===== config.mk =====
export PLATFORM = sky130hd
export DESIGN_NAME = half_adder
export DESIGN_NICKNAME = d
export VERILOG_FILES = /design/src/rtl/half_adder_pkg.sv /design/src/rtl/half_adder_cell.sv /design/src/rtl/half_adder.sv
export SDC_FILE = /design/constraint.sdc
export NUM_CORES = 1
export LEC_CHECK = 0
export CAP_MARGIN = 20
export CORE_AREA = 5 5 42 44
export DETAILED_ROUTE_END_ITERATION = 8
export DIE_AREA = 0 0 47 49
export PLACE_DENSITY = 0.31
export SYNTH_ARGS = -nofsm -noshare
export SYNTH_HDL_FRONTEND = slang
export SYNTH_SLANG_ARGS = --single-unit

===== constraint.sdc =====
create_clock -name clk_in -period 0.8 [get_ports clk_in]
set_input_delay 0.08 -clock clk_in [delete_from_list [all_inputs] [get_ports clk_in]]
set_output_delay 0.08 -clock clk_in [all_outputs]
set_load 0.005 [all_outputs]

===== src/rtl/half_adder_pkg.sv =====
// Shared constants and lane result type for the half_adder slice.
package half_adder_pkg;

    localparam int HA_WIDTH = 1;
    localparam int HA_CNT_W = 8;

    typedef struct packed {
        logic sum;
        logic carry;
    } lane_res_t;

endpackage


===== src/rtl/half_adder_cell.sv =====
// One combinational half-adder lane.
module half_adder_cell (
    input  logic a_in,
    input  logic b_in,
    output logic sum_o,
    output logic carry_o
);
    assign sum_o   = a_in ^ b_in;
    assign carry_o = a_in & b_in;
endmodule


===== src/rtl/half_adder.sv =====
// Registered multi-lane half adder, one cycle latency, no backpressure.
// Optional saturating carry-event counter under HALF_ADDER_CARRY_CNT_EN.
module half_adder
    import half_adder_pkg::*;
#(
    parameter int WIDTH = HA_WIDTH,
    parameter int CNT_W = HA_CNT_W
) (
    input  logic             clk_in,
    input  logic             rst_n_in,
    input  logic             valid_in,
    input  logic [WIDTH-1:0] a_in,
    input  logic [WIDTH-1:0] b_in,
    output logic             valid_o,
    output logic [WIDTH-1:0] sum_o,
`ifdef HALF_ADDER_CARRY_CNT_EN
    output logic [CNT_W-1:0] carry_cnt_o,
`endif
    output logic [WIDTH-1:0] carry_o
);

    lane_res_t [WIDTH-1:0] lane;
    logic      [WIDTH-1:0] lane_sum;
    logic      [WIDTH-1:0] lane_carry;

    for (genvar i = 0; i < WIDTH; i++) begin : g_lane
        half_adder_cell u_cell (
            .a_in    (a_in[i]),
            .b_in    (b_in[i]),
            .sum_o   (lane[i].sum),
            .carry_o (lane[i].carry)
        );
        assign lane_sum[i]   = lane[i].sum;
        assign lane_carry[i] = lane[i].carry;
    end

    logic             valid_q, valid_d;
    logic [WIDTH-1:0] sum_q, sum_d;
    logic [WIDTH-1:0] carry_q, carry_d;

    // Results hold while no valid operand arrives.
    always_comb begin
        valid_d = valid_in;
        sum_d   = sum_q;
        carry_d = carry_q;
        if (valid_in) begin
            sum_d   = lane_sum;
            carry_d = lane_carry;
        end
    end

    always_ff @(posedge clk_in) begin
        if (!rst_n_in) begin
            valid_q <= 1'b0;
            sum_q   <= '0;
            carry_q <= '0;
        end else begin
            valid_q <= valid_d;
            sum_q   <= sum_d;
            carry_q <= carry_d;
        end
    end

    assign valid_o = valid_q;
    assign sum_o   = sum_q;
    assign carry_o = carry_q;

`ifdef HALF_ADDER_CARRY_CNT_EN
    logic [CNT_W-1:0] cnt_q, cnt_d;

    // Saturates at all-ones instead of wrapping.
    always_comb begin
        cnt_d = cnt_q;
        if (valid_in && (|lane_carry) && (cnt_q != {CNT_W{1'b1}}))
            cnt_d = cnt_q + CNT_W'(1);
    end

    always_ff @(posedge clk_in) begin
        if (!rst_n_in) cnt_q <= '0;
        else           cnt_q <= cnt_d;
    end

    assign carry_cnt_o = cnt_q;
`endif

endmodule


==> impl_metrics.yaml <==
sta:
  finClkSkew_ps: 0
  finalHoldViolCount: 0
  finalCritPeriodShare_pct: 92.07
  rsz0062_at_grt: "no"
  slew_violations: 0
  finalSetupViolations: 0
  min_period_ps: 736.6
  fin_tns_setup_ps: 0
  fmax_mhz: 1358
  worstMarginPinSlew_ps: 121.9
  layout_setup_ws_ps: 63.41
  slew_headroom_pct: 91.64
cells_and_area:
  design_area_um2: 217.7
  antennaDiodeCount: 0
  fin_util_pct: 15.54
  syn2layout_area_growth_pct: 93.33
  layout.cells.non_filler: 36
  nNetsFinal: 27
  drive_gt1_share_pct: 50.00
clocking:
  clk_latency_ps: 230
  h-tree-depth: 1
  cts_buffer_depth: 2
  cts_made_buffers: 3
  clockRootBuffer: "clkbuf_4"
  hold_buffers: 0
  cts.sinks: 3
  clkTransAtPathRegs_ps: 40
  cts_tree: "built"
global_route:
  grt_max_degree: 4
  grt-ovfl-total: 0
  grt_pass1_vias: 118
  track_usage_pct: 3.519
  grt_first_pass_wirelength_um: 448
  antenna_found_initial: 0
placement:
  io_buffer_count: 7
  place_ws_ps: -288.3
  place_area_um2: 202.7
  dp_cells: 32
  place_congestion: 0.6865
floorplanning:
  die_h_um: 49
  die_x_um: 47
  coreArea_mm2: 0.001401
  initial_core_util_pct: 8.036
  dieArea_mm2: 0.002303
  ioPinCount: 8
  num_rows: 14
setup_path:
  crit_path_max_fanout: 2
  start_kind: "flop"
  critPathArrivalTime_ps: 660
  crit_path_end: "sum_o"
  crit_start: "sum_o"
  crit_path_cell_trace: "buf_2"
  reg2regPathDepth: 2
  r2r_setup_slack_ps: 200
  end_kind: "output port"
  path_buf_inv: 1
  critical_path.max_stage_delay_ps: 310
  cp_slowest_cell: "dfxtp_2"
  cp_top_family: "flip-flops"
  timing.rr.end: "carry_o"
  crit_type: "flop to output port"
  cp_num_cells: 1
  regToRegStartpoint: "carry_o"
  cp.required_ps: 720
routing:
  met3_length_um: 76
  wire_per_inst_um: 7.972
  routed-via-count: 104
  wl_um: 287
  drc: 0
  dr.pass1.iters: 1
  routed_via_density: 2.889
  m1WireLength_um: 139
  met2_length_um: 71
  ant_nets: 0
  drt_iter0_drc: 0
  highest_layer: "met3"
synth:
  synthDistinctLibCells: 5
  syn_inst: 9
  yosysMostFrequentCell: "dfxtp_1"
  synth_warnings: 0
  synthArstFlopShare_pct: 0
  ys_seq_area_share_pct: 53.33
  synth_enable_flop_cells: 0
  netlist_area_um2: 112.6
  synthTopCellsByCount: "3 x dfxtp_1, 2 x mux2i_1, 2 x nor2b_1, 1 x and2_2, 1 x ha_1"
  yosys-top-cells-area: "dfxtp_1 53%, mux2i_1 18%, ha_1 11%"
  syn_area_per_cell_um2: 12.51
  synth-seq-cells: 3
  synth_ff_type: "dfxtp_1"
  synth_top_area_share_pct: 53.33
  syn_nets: 15
  yosysTopAreaCell: "dfxtp_1"
power:
  ir_drop_uv: 632.5
  p_leak_nw: 0.1093
  power_density_mw_per_mm2: 2163
outcome:
  status: "finished clean"
hold_path:
  whs_path_depth: 2
  min_path_type: "primary input to flop"
flow_run:
  cap_violations: 0
==> cell usage in the layout, fill, tap and decap left out <==
cell type / synthesis / routed
nor2b_1: 2 / 2
dfxtp_2: 0 / 3
and2_2: 1 / 1
ha_1: 1 / 1
dlygate4sd2_1: 0 / 2
buf_2: 0 / 3
dlymetal6s2s_1: 0 / 1
mux2i_1: 2 / 2
clkbuf_1: 0 / 1
clkdlybuf4s50_1: 0 / 1
clkbuf_4: 0 / 3
==> state kept, by name, summed over array words and instances, names as in the netlist <==
| register | flops |
|---|---|
| valid_o | 1 |
| carry_o | 1 |
| sum_o | 1 |
==> cell type report <==
class                           instances  area [um^2]
Clock buffer                            4        26.28
Fill cell                             173         1184
Multi-Input combinational cell          6        52.55
Sequential cell                         3        63.81
Tap cell                               16        20.02
Timing Repair Buffer                    7        55.05
==> kinds of logic after synthesis <==
| logic type | synth area share (%) |
|---|---|
| flip-flops | 53.34 |
| AND/OR/NAND/NOR | 17.78 |
| multiplexers | 17.78 |
| adder cells (fa/ha/maj) | 11.11 |
==> power breakdown <==
| part | switching, mW | internal (mW) |
|---|---|---|
| clock network | 0.0751 | 0.187 |
| registers | 0.00361 | 0.161 |
| logic | 0.0155 | 0.0293 |
==> layer usage <==
| metal | GRT usage [%] | up-vias |
|---|---|---|
| li1 | - | 53 |
| met1 | 3.728 | 43 |
| met2 | 2.489 | 8 |
| met3 | 4.797 | 0 |
| met4 | 4.147 | 0 |
| met5 | 0 | - |
==> through the flow <==
stage	total power, mW	hold WS, ps
global route	0.5002	221.1
global placement	0.2247	517.6
CTS	0.4910	363.0
floorplan	0.1811	208.2
finish	0.4710	193.7
detailed placement	0.2232	522.8
==> worst min-delay path by stage <==
stage / start / end / slack [ps]
after floorplan: rst_n_in / carry_o / 210
after global placement: sum_o / sum_o / 520
after detailed placement: sum_o / sum_o / 520
after CTS: a_in / sum_o / 360
after global routing: valid_in / valid_o / 220
final: valid_in / valid_o / 190
==> what timing repair did <==
action                     in CTS  in global routing
resized for setup              17                  1
setup buffers                   0                  0
setup endpoints to repair       4                  1
pin swaps                       1                  0
Note: power is estimated with default switching activity, not from simulation.
